<file path="config.mk">
export PLATFORM = sky130hd
export DESIGN_NAME = usb_fx3_slfifo_writer
export DESIGN_NICKNAME = d
export VERILOG_FILES = /design/src/rtl/usb_fx3_slfifo_writer.sv
export SDC_FILE = /design/constraint.sdc
export NUM_CORES = 1
export LEC_CHECK = 0
export CORE_MARGIN = 2
export CORE_UTILIZATION = 30
export CTS_BUF_LIST = sky130_fd_sc_hd__clkbuf_8
export CTS_CLUSTER_SIZE = 10
export DETAILED_ROUTE_END_ITERATION = 10
export MAX_ROUTING_LAYER = met4
export PLACE_DENSITY = 0.7
export SYNTH_ARGS = -nofsm -noshare
export SYNTH_HDL_FRONTEND = slang
export SYNTH_SLANG_ARGS = --single-unit
</file>
<file path="constraint.sdc">
create_clock -name aclk -period 4 [get_ports aclk]
set_input_delay 0.4 -clock aclk [delete_from_list [all_inputs] [get_ports aclk]]
set_output_delay 0.4 -clock aclk [all_outputs]
set_load 0.005 [all_outputs]
</file>
<file path="src/rtl/usb_fx3_slfifo_writer.sv">
// AXI4-Stream to Cypress FX3 GPIF II synchronous slave-FIFO write bridge.
// Accepts bus-width beats and turns each one into a single slwr_n strobe.
// It tracks DMA-buffer fill, throttles on the partial (watermark) flag,
// waits out buffer switchover, and issues pktend_n for short packets.
//
// Handshake: a beat transfers on a rising aclk edge where s_axis_tvalid and
// s_axis_tready are both 1. s_axis_tready comes only from registered state,
// so it never depends on s_axis_tvalid. The source must hold a beat steady
// until it is accepted.
module usb_fx3_slfifo_writer #(
    parameter int         TDATA_WIDTH   = 4,
    parameter int         BUF_WORDS     = 256,
    parameter int         WM_BEATS      = 3,
    parameter int         SWITCH_CYCLES = 4,
    parameter logic [1:0] FIFO_ADDR     = 2'b00
) (
    input  logic                     aclk,
    input  logic                     areset,
    input  logic                     s_axis_tvalid,
    output logic                     s_axis_tready,
    input  logic [TDATA_WIDTH*8-1:0] s_axis_tdata,
    input  logic [TDATA_WIDTH-1:0]   s_axis_tkeep,
    input  logic                     s_axis_tlast,
    input  logic                     flaga,
    input  logic                     flagb,
    output logic                     slcs_n,
    output logic                     slwr_n,
    output logic                     slrd_n,
    output logic                     sloe_n,
    output logic                     pktend_n,
    output logic [1:0]               fifoaddr,
    output logic [TDATA_WIDTH*8-1:0] dq,
    output logic                     err_keep,
    output logic [1:0]               dbg_state
);

    localparam int             DW       = TDATA_WIDTH * 8;
    localparam int             CW       = $clog2(BUF_WORDS);
    localparam logic [CW-1:0]  BUF_LAST = CW'(BUF_WORDS - 1);
    localparam logic [3:0]     WM_INIT  = 4'(WM_BEATS);
    localparam logic [3:0]     SW_INIT  = 4'(SWITCH_CYCLES - 1);

    typedef enum logic [1:0] {
        ST_IDLE   = 2'd0,
        ST_WRITE  = 2'd1,
        ST_SWITCH = 2'd2
    } state_t;

    state_t          r_state;
    state_t          w_next_state;
    logic            r_flaga;
    logic            r_flagb;
    logic [CW-1:0]   r_buf_cnt;
    logic [3:0]      r_budget;
    logic [3:0]      r_sw_cnt;
    logic            r_slcs_n;
    logic            r_slwr_n;
    logic            r_pktend_n;
    logic [DW-1:0]   r_dq;
    logic            r_err_keep;

    logic            w_tready;
    logic            w_accept;
    logic            w_buf_last;
    logic            w_keep_err;
    logic [DW-1:0]   w_dq_masked;

    assign w_accept   = w_tready && s_axis_tvalid;
    assign w_buf_last = (r_buf_cnt == BUF_LAST);
    // Only the final beat of a packet may carry a partial tkeep, and it must
    // still carry at least one byte.
    assign w_keep_err = s_axis_tlast ? (s_axis_tkeep == '0) : (s_axis_tkeep != '1);

    // Register the FX3 flags once; every decision uses these copies.
    always_ff @(posedge aclk) begin
        if (areset) begin
            r_flaga <= 1'b0;
            r_flagb <= 1'b1;
        end else begin
            r_flaga <= flaga;
            r_flagb <= flagb;
        end
    end

    // FSM state register.
    always_ff @(posedge aclk) begin
        if (areset) begin
            r_state <= ST_IDLE;
        end else begin
            r_state <= w_next_state;
        end
    end

    // Next-state and ready decode; ready only in WRITE, gated by the flags.
    always_comb begin
        w_next_state = r_state;
        w_tready     = 1'b0;
        unique case (r_state)
            ST_IDLE: begin
                if (r_flaga) begin
                    w_next_state = ST_WRITE;
                end
            end
            ST_WRITE: begin
                w_tready = r_flaga && !(!r_flagb && (r_budget == 4'd0));
                if (w_tready && s_axis_tvalid && (s_axis_tlast || w_buf_last)) begin
                    w_next_state = ST_SWITCH;
                end
            end
            ST_SWITCH: begin
                if (r_sw_cnt == 4'd0) begin
                    w_next_state = ST_IDLE;
                end
            end
            default: begin
                w_next_state = ST_IDLE;
            end
        endcase
    end

    // Buffer fill, watermark budget and switchover counters.
    always_ff @(posedge aclk) begin
        if (areset) begin
            r_buf_cnt <= '0;
            r_budget  <= WM_INIT;
            r_sw_cnt  <= 4'd0;
        end else begin
            unique case (r_state)
                ST_WRITE: begin
                    if (w_accept) begin
                        r_buf_cnt <= r_buf_cnt + 1'b1;
                        if (!r_flagb) begin
                            r_budget <= r_budget - 4'd1;
                        end
                        if (w_next_state == ST_SWITCH) begin
                            r_sw_cnt <= SW_INIT;
                        end
                    end
                end
                ST_SWITCH: begin
                    r_buf_cnt <= '0;
                    r_budget  <= WM_INIT;
                    if (r_sw_cnt != 4'd0) begin
                        r_sw_cnt <= r_sw_cnt - 4'd1;
                    end
                end
                default: begin
                    r_buf_cnt <= '0;
                    r_budget  <= WM_INIT;
                end
            endcase
        end
    end

    // Zero the bytes whose tkeep bit is clear before they reach the bus.
    always_comb begin
        w_dq_masked = '0;
        for (int i = 0; i < TDATA_WIDTH; i++) begin
            if (s_axis_tkeep[i]) begin
                w_dq_masked[i*8 +: 8] = s_axis_tdata[i*8 +: 8];
            end
        end
    end

    // Registered bus side: one write strobe per accepted beat, data held otherwise.
    always_ff @(posedge aclk) begin
        if (areset) begin
            r_slcs_n   <= 1'b1;
            r_slwr_n   <= 1'b1;
            r_pktend_n <= 1'b1;
            r_dq       <= '0;
            r_err_keep <= 1'b0;
        end else begin
            r_slcs_n   <= 1'b0;
            r_slwr_n   <= !w_accept;
            // A tlast beat that fills the buffer is auto-committed by FX3.
            r_pktend_n <= !(w_accept && s_axis_tlast && !w_buf_last);
            r_err_keep <= w_accept && w_keep_err;
            if (w_accept) begin
                r_dq <= w_dq_masked;
            end
        end
    end

    assign s_axis_tready = w_tready;
    assign slcs_n        = r_slcs_n;
    assign slwr_n        = r_slwr_n;
    assign slrd_n        = 1'b1;
    assign sloe_n        = 1'b1;
    assign pktend_n      = r_pktend_n;
    assign fifoaddr      = FIFO_ADDR;
    assign dq            = r_dq;
    assign err_keep      = r_err_keep;
    assign dbg_state     = r_state;

endmodule

</file>
# --- Word-level counts from Yosys, hierarchy flattened ---
# Cells that the tools add are included.
classes:
  mux: 15
  order_cmp: 0
  shifts: 0
  multipliers: 0
  eq_ne: 8
  bitwise_logic: 2
  n_reduce_logical: 23
  add_sub_neg: 3
  div_mod_pow: 0
op_table:
  columns: ["cell", "n"]
  rows:
  - ["two-way mux 8 bit", 4]
  - ["zero test 4 bit", 3]
  - ["two-way mux 4 bit", 3]
  - ["adder 8 x 1 -> 8 bit, second input constant", 1]
  - ["equality test 8 bit, second input constant", 1]
  - ["logical AND 1 bit", 8]
  - ["case mux 4 bit (2 select lines)", 1]
  - ["subtractor 4 x 1 -> 4 bit, second input constant", 2]
  - ["two-way mux 2 bit", 3]
  - ["!= test 2 bit, second input constant", 3]
  - ["case mux 2 bit (3 select lines)", 1]
  - ["zero test 1 bit", 5]
  - ["equality test 2 bit, second input constant", 2]
  - ["!= test 4 bit, second input constant", 1]
  - ["AND reduction 4 bit", 1]
  - ["nonzero test 4 bit", 1]
  - ["two-way mux 1 bit", 3]
  - ["equality test 2 x 1 -> 1 bit, second input constant", 1]
  - ["zero test 2 bit", 1]
  - ["NOT 1 bit", 2]
  - ["AND reduction 2 bit", 1]
  - ["nonzero test 2 bit", 1]
  - ["OR reduction 2 bit", 1]
  - ["logical OR 1 bit", 1]
word_totals:
  mem_bits_ro: 0
  register_bits: 56
  elab_cells: 62
  ram_bits: 0
  memories: 0
  latchBits: 0

# --- Longest topological paths before layout ---
logic_depth:
  word_depth: 12
  mapped_depth: 7

# --- Worst setup path before layout ---
# Ideal clock, no wire load.
synth_timing:
  path_kind: "flip-flop to output port"
  from: "reg r_budget[0]"
  to: "out s_axis_tready"
  t_required_ns: 3.600
  slack_ns: 2.399
  path_stages_with_launch: 6
  arrival_ns: 1.201
  path_cell_list: "dfxtp_1 > inv_1 > ha_1 > nor4b_4 > buf_2 > nor4bb_1"
synth_between:
  elab_chain_len: 5
synth_lines:
  columns: ["item", "line", "rtl"]
  rows:
  - ["start, declared", "54", "logic [3:0] r_budget;"]
  - ["start signal, assigned", "133", "r_budget <= r_budget - 4'd1;"]
  - ["zero test 4 bit", "105", "w_tready = r_flaga && !(!r_flagb && (r_budget == 4'd0));"]
  - ["logical AND 1 bit", "105", null]
  - ["zero test 1 bit", "105", null]
  - ["logical AND 1 bit", "105", null]
  - ["two-way mux 1 bit", "98", "unique case (r_state)"]
  - ["end, declared", "20", "output logic s_axis_tready,"]
# No other way between the ends.

# --- Final worst setup path ---
# Same ends and word-level chain as after synthesis.

==> run metrics <==
die width=88.7 µm; Boundary Pins=85; peak per-stage delay on the critical path=680 ps; CP cell instances=inv_1, ha_1, nor4b_4, nor4bb_1, clkdlybuf4s50_1; EDFF count, synth=0; port bufs=80; post-cts sizing count=0; largest net degree at the start of global routing=33; DRT Pass-1 Iters=4; CTS max path bufs=2; Site Rows=30; Adder-Cell Fraction of Synth Area=0.0291; GRT Total Usage=0.124; Post-Layout Cell Count=371; postcts setup bufs=0; Avg Cell Area, Syn=10.8 µm²; Antenna Diode Count=0; Worst VDD drop=0.000154 V; die area=0.00787 mm²; HPWL Detailed=3630 µm; drt total wl=4800 µm; post-synthesis compound-gate area fraction=0.164; latest clock arrival within the worst-skew pair=310 ps; post-synthesis register bit count=56; commonest non-fill, non-tap cell in the layout=clkdlybuf4s50_1; crit path kind=register to primary output; Vias=1695; highest-delay cell along the critical path=nor4b_4; Slew Limit Fails=0; post-synthesis mux area share=0.00465; setup TNS=0 ps; CTS H-tree lvls=2; # fillers=680; Simple-Gate Fraction of Synth Area=0.178; final-report setup violation count=0; power per cell area=310 mW/mm²; RSZ-0062 raised after global routing=no; vias in the first global route=1624; initial core utilization=0.313; Setup WS pre-CTS=1410 ps; Root Buffer=clkbuf_8; Inst Count DP=363; Critical Path Source Type=register; crit-path max FO=14; worst setup margin=1410 ps; status=complete, no violations; Max-Cap Viols=0; CP Capture Type=primary output; Synth cell types=41; XOR/XNOR share of the synthesized area=0.0488; yosys warns=0; Seq/Total Area, Yosys=0.521; f_max=0.387 GHz; Chip Height=88.7 µm; DRC Markers=0; clock-pin transition on the worst setup and hold timing paths=100 ps; Syn Inst Count=199; first-pass GRT wire length=7440 µm; # clock sinks=56; minimum clock period=2590 ps; ratio of cells with drive above 1 in the final layout=0.0764; hold buffer count at cts=0; Core Box Area=0.00687 mm²; largest family of logic cells by synthesized area=simple AND/OR/NAND/NOR gates; Hold Vio Cnt, Final=0; Pleak=1.10 nW; number of buffers and inverters on the critical path=2; post-route ant nets=0; total power=0.959 mW; Syn-to-layout area delta=43.8%; gr ovfl total=0; min-delay worst type=register to register; post-DR wirelength/cell=12.9 µm; Slew HR=0.444; Main synth FF type=dfxtp_1; Iter 0 DRT Violations=62; CTS tree=done; drt via density=4.57; crit path DAT=2190 ps; Worst Path Required=3600 ps; fin nets=321; routability cong.=0.771; Slew @ Worst Pin=830 ps; asr flop ratio synth=0; most frequent cells in the layout=clkdlybuf4s50_1 (80), dfxtp_1 (56), a22o_1 (32), nor2_1 (14), xnor2_1 (9); critical path's top delay family=simple AND/OR/NAND/NOR gates; initial antenna violation count=0; Cell Area, Synth=0.00215 mm²; Final Skew=9.88 ps; CTS Buf Count=5; share of the cycle needed by the critical path after routing=0.646; Final Util=0.451
[per-stage QoR]
| step | hold slack, ps | area [µm²] |
|---|---|---|
| 6_report | 487 | 3100 |
| 3_3_place_gp | 460 | 3000 |
| 3_5_place_dp | 464 | 3000 |
| 5_1_grt | 508 | 3100 |
| 2_1_floorplan | 428 | 2160 |
| 4_1_cts | 492 | 3100 |
[report_power, final]
| part | internal (mW) | total, mW | switching, mW | leakage [nW] |
|---|---|---|---|---|
| combinational | 0.0490 | 0.0738 | 0.0248 | 0.606 |
| sequential | 0.562 | 0.567 | 0.00431 | 0.453 |
| clock | 0.128 | 0.318 | 0.190 | 0.0452 |
[registers in the layout, indices dropped and copies added (netlist names), 2 cells and up]
signal     flops
dq            32
r_buf_cnt      8
r_budget       4
r_sw_cnt       4
dbg_state      2
[metal layers]
layer / global-route usage / vias up / routed length (µm)
met2: 0.205 / 51 / 2390
met1: 0.150 / 793 / 2060
li1: - / 849 / -
met3: 0.0308 / 2 / 330
met4: 0.0386 / 0 / 21
met5: - / - / 0
[kinds of logic after synthesis]
| logic type | count (synthesis) |
|---|---|
| muxes | 1 |
| DFF | 56 |
| AOI/OAI and AO/OA | 42 |
| buffers and inverters | 21 |
| adders and majority gates | 5 |
| xor gates and xnor gates | 12 |
| other | 2 |
| and+or+nand+nor | 60 |
[final timing paths]
check	slack (ps)	cells past startpoint	startpoint	endpoint
worst max-delay path	1410	5	r_budget[0]	s_axis_tready
worst min-delay path	490	1	dq[12]	dq[12]
worst max register to register	1800	7	r_budget[0]	dq[13]
worst min register to register	490	1	dq[12]	dq[12]
[cells in the mapped netlist, types with 3 or more instances]
library cell	instances	area (µm²)
a21oi_1	3	15.0
a22o_1	32	280
and2_1	4	25.0
buf_2	3	15.0
buf_4	7	52.6
clkbuf_1	5	18.8
dfxtp_1	56	1120
ha_1	5	62.6
inv_1	6	22.5
nand2_1	4	15.0
nand3_1	5	25.0
nor2_1	14	52.6
nor2b_1	3	18.8
nor3_1	4	20.0
nor4_1	3	18.8
xnor2_1	9	78.8
xor2_1	3	26.3
[cell type report]
cell class / instances / area (µm²) / area share
Clock buffer: 5 / 68.8 / 0.0222
Clock inverter: 3 / 25.0 / 0.00808
Inverter: 6 / 22.5 / 0.00727
Multi-Input combinational cell: 124 / 931 / 0.301
Sequential cell: 56 / 1120 / 0.362
Tap cell: 96 / 120 / 0.0388
Timing Repair Buffer: 81 / 808 / 0.261
Power figures use the tool's default switching activity.
==> patch 1, RTL diff (config.mk and constraints unchanged) <==
Put one more register stage on the output `err_keep`, cleared by the reset. The value now appears one clock later. The other outputs are not delayed to match.
--- a/src/rtl/usb_fx3_slfifo_writer.sv
+++ b/src/rtl/usb_fx3_slfifo_writer.sv
@@ -191,5 +191,11 @@
     assign fifoaddr      = FIFO_ADDR;
     assign dq            = r_dq;
-    assign err_keep      = r_err_keep;
+    always_ff @(posedge aclk) begin
+        if (areset) begin
+            err_keep <= '0;
+        end else begin
+            err_keep <= r_err_keep;
+        end
+    end
     assign dbg_state     = r_state;
 
Formal check against the unedited RTL: not equivalent (a bounded check fails within 4 cycles, from zero or initial values and one cycle with areset high).
==> patch 1 against the unedited design <==
- critical path depth did not move
- register-to-register slack got worse by 0.08 ns
- design area rose by 4.7%
- sequential power rose by 2%
- sequential cell count rose by 1
- worst setup slack got worse by 0.088 ns
- wire length rose by 17%
- power rose by 15%
- maximum frequency fell by 3.3%
- area after synthesis rose by 4.6%
==> patch 1: results (changes against the unedited design) <==
- The wire length of the first global-routing pass is 9130 microns (+23%).
- The maximum fanout count along the critical path is 11 (-3).
* Measured slew at the worst slew-check pin: 0.899 ns (+0.0691 ns)
* Run status: complete, no violations
- End of the worst register-to-register path: dq[16]
- The detail-routed via count per cell was 4.70 (+2.9%).
- Biggest cell delay along the critical path: 0.72 ns (+0.04 ns)
- The largest clock skew in the final design was 0.00617 ns (-0.00371 ns).
- The sum of routed wire length over all layers is 5640 microns (+17%).
- Cell count after placement: 395 (+8.8%)
- Hold Path Sink: dq[4]
- The worst hold margin came to 0.453 ns (-0.0344 ns).
- Counting instances in the post-synthesis netlist gives the leading cell types as dfxtp_1, a21oi_1, nand2_1, a22o_1.
* Fillcell total: 718 (+5.6%)
- Sequential cell area fraction in the yosys report: 50.7% (-1.4 points)
* Number of cell instances on the worst register-to-register path: 6 (-1)
- Pin count of the biggest net entering global routing: 26 (-21%)
* Maximum ir drop on the vdd rail: 0.165 mV (+7.7%)
- Reported leakage power: 0.00117 uW (+5.7%)
- The routing usage on met3 is 4.92% (+1.8 points).
- The length of routed met3 wiring came to 432 microns (+31%).
- Initial drt markers: 56 (-9.7%)
- The combined global-route utilization of all metal layers was 14.6% (+2.1 points).
- Clock transition at the register clock pins on the worst setup and hold paths after CTS: 0.06 ns (-0.04 ns)
- The clock latency on the worst-skew pair is 0.34 ns (+0.03 ns).
- Nets@finish: 354 (+10%)
- The number of cells traversed by the worst hold path came to 2 (+1).
- Detailed-placement wirelength estimate: 3940 microns (+8.5%)
- The largest individual stage delay along the critical path comes from the cell nor4b_2.
- The met1 track utilization from global routing was 16.8% (+1.8 points).
- H-tree Lvls: 3 (+1)
* Filler-free cell count of the finished design: 410 (+11%)
- Most area-consuming cells after synthesis: dfxtp_1, a22o_1, a21oi_1
- Post-synthesis to final-layout area growth: 44.0%
- Setup slack on the worst flop-to-flop path: 1.72 ns (-0.08 ns)
* Number of standard cells after synthesis: 229 (+15%)
==> patch 1: changes by cell type after synthesis, sizes merged, moves of 2 or more <==
cell,delta
nor3,-2
a32o,+4
nand2,+15
o21ai,+3
a22o,-16
xor2,-3
nand3,+10
buf,+3
nor4,-2
a21oi,+17
and2,-3
==> patch 1: cells by family after synthesis <==
kind of cell    synth area share [%]
xor+xnor                        3.11
mux                            0.444
fa+ha+maj                       2.78
simple gates                    20.3
compound gates                  16.0
other cells                    0.333
buf+inv                         6.39
flops                           50.7
==> patch 1: final cells by class <==
type / instances / area share (%)
clock inverters: 5 / 0.733
clock buffers: 10 / 4.24
inverters: 5 / 0.579
flip-flops and latches: 57 / 35.2
multi-input cells: 151 / 30.1
well taps: 99 / 3.82
repair buffers: 83 / 25.4
==> patch 1: report_power, final <==
part / switching (uW) / leakage, uW / total (uW) / internal [uW]
registers: 5.60 / 0.000461 / 579 / 573
clock network: 216 / 0.0000929 / 446 / 231
logic: 30.5 / 0.000613 / 81.5 / 51.0
==> patch 2, RTL diff (same flow settings) <==
Made on the original files. `BUF_WORDS`: 256 -> 512.
--- a/src/rtl/usb_fx3_slfifo_writer.sv
+++ b/src/rtl/usb_fx3_slfifo_writer.sv
@@ -10,5 +10,5 @@
 module usb_fx3_slfifo_writer #(
     parameter int         TDATA_WIDTH   = 4,
-    parameter int         BUF_WORDS     = 256,
+    parameter int         BUF_WORDS     = 512,
     parameter int         WM_BEATS      = 3,
     parameter int         SWITCH_CYCLES = 4,
Function: same outputs for any inputs over 10 cycles, from zero or initial values and one cycle with areset high; that may be too few to reach the edited logic, so the function may still have changed.
==> patch 2 against the unedited design <==
- design area increased by 16%
- clock skew increased by 0.0028 ns
- sequential power increased by 2%
- area after synthesis increased by 20%
- sequential cell count increased by 1
- global-route usage increased by 3.1 points
- wire length increased by 48%
- critical path type is now flop to flop
- worst setup slack improved by 0.39 ns
- power increased by 34%
- cell count increased by 27%
- synthesized cell count increased by 48%
- critical path depth unchanged
==> patch 2: results (changes against the unedited design) <==
* Clock transition at the register clock pins on the worst setup and hold paths after CTS: 0.07 ns (-0.03 ns)
- Highest signal layer in the routed design: met4
- The met2 wirelength from detailed routing is 3510 microns (+47%).
- Number of distinct library cell variants in the gate-level netlist after synthesis: 42 (+2.4%)
- WP data arrival: 2.41 ns (+0.22 ns)
- Pin count of the biggest net entering global routing: 50 (+52%)
- The length of routed met3 wiring is 410 microns (+24%).
* Cell types with the highest counts after synthesis: dfxtp_1, a21oi_1, nand4_1, o21ai_0, clkbuf_1
- Post-synthesis compound-gate area fraction: 20.6% (+4.1 points)
- Number of synthesized flops with an enable pin: 0 (unchanged)
- The synthesized netlist cell count came to 294 (+48%).
- The worst-case clock buffer depth came to 2 (unchanged).
* Antenna Diode Count: 0 (unchanged)
- First-pass GRT wire length: 11600 microns (+55%)
- Filler-free cell count of the finished design: 471 (+27%)
- The slew at the pin with the worst max-slew slack was 1.29 ns (+0.456 ns).
- Maximum ir drop on the vdd rail: 0.187 mV (+22%)
- Clk Latency, worst-skew pair: 0.36 ns (+0.05 ns)
- The number of DRC markers in iteration 0 is 168 (+170%).
- Num CTS Buffers: 9 (+4)
* H-tree Lvls: 3 (+1)
* Most area-consuming cells after synthesis: dfxtp_1, nand4_1, a21oi_1
- The maximum fanout count along the critical path came to 35 (+21).
- Sequential cell area fraction in the yosys report: 44.3% (-7.7 points)
- The final weighted congestion of routability-driven global placement was 0.816 (+5.8%).
* Fraction of layout instances using a drive strength above 1: 7.65% (+0.014 points)
- The global routing met2 resource utilization came to 24.7% (+4.2 points).
* Worst setup slack before clock tree synthesis: 1.75 ns (+0.336 ns)
- The total of fill cells in the finished design is 814 (+20%).
- Standard cell area after detailed placement: 0.00337 sq mm (+12%)
- Area taken by multi-input logic gates: 0.00123 sq mm (+32%)
* Buffer cell driving the clock tree root: clkbuf_8
- The post-route met1 wirelength was 3120 microns (+51%).
- Class of the tightest hold or removal check: flop to flop
- The fraction of the mapped netlist area in adder cells came to 2.92% (+0.010 points).
* Number of global-route vias before repair: 2383 (+47%)
- Xor and xnor fraction of the mapped netlist area: 0% (-4.9 points)
- Max Clock Skew: 0.0127 ns (+0.00278 ns)
- Cell count after placement: 455 (+25%)
- Total routing usage reported by global routing: 15.5% (+3.1 points)
- Biggest cell delay along the critical path: 1.01 ns (+0.33 ns)
- Fraction of synthesized area in multiplexers: 1.60% (+1.1 points)
- Reported leakage power: 0.00117 uW (+6.1%)
- The post-detailed-placement half-perimeter wirelength was 4740 microns (+31%).
- The final layout net count came to 409 (+27%).
* Share of synthesized registers carrying an async set or reset: 0% (unchanged)
* Max FFs per register: 32 (unchanged)
- The total via count in the routed design was 2483 (+46%).
- Run status: complete, no violations
- Met3 GRT Util: 6.14% (+3.1 points)
- Yosys synthesis warning count: 0 (unchanged)
- The count of buffers added by post-CTS timing repair for setup is 0 (unchanged).
- Antenna violations before repair: 0 (unchanged)
- The sum of routed wire length over all layers was 7100 microns (+48%).
- The met1 track utilization from global routing is 18.2% (+3.3 points).
- Cell with the biggest individual delay on the critical path: or4b_1
- The cell family contributing the most delay on the critical path is simple AND/OR/NAND/NOR gates.
## patch 2: cell type report
type                       instances  share of cell area (%)
sequential                        57                    31.7
timing repair buffer              85                    23.3
tap                              105                    3.65
multi-input combinational        200                    34.2
inverter                           8                   0.834
clock buffer                      10                    3.82
clock inverter                     6                    2.54
## patch 2: worst reg2reg max path, stage by stage, from the launching register on
cell and delay [ns]:
dfxtp_1 0.33, inv_1 0.10, ha_1 0.19, or4b_1 1.01, nand4_1 0.34, a21oi_1 0.09
## patch 2: report_power, final
part	internal [uW]	switching (uW)	total, uW
registers	572	4.89	577
clock network	368	250	618
logic	51.2	35.2	86.4
total	992	290	1280
## patch 2: worst paths after layout
| kind | start | to | slack, ns | cells past startpoint |
|---|---|---|---|---|
| min | r_buf_cnt[6] | r_buf_cnt[6] | 0.47 | 2 |
| max | r_budget[0] | dq[9] | 1.80 | 5 |
| max reg2reg | r_budget[0] | dq[9] | 1.80 | 5 |
| min reg2reg | r_buf_cnt[6] | r_buf_cnt[6] | 0.47 | 2 |
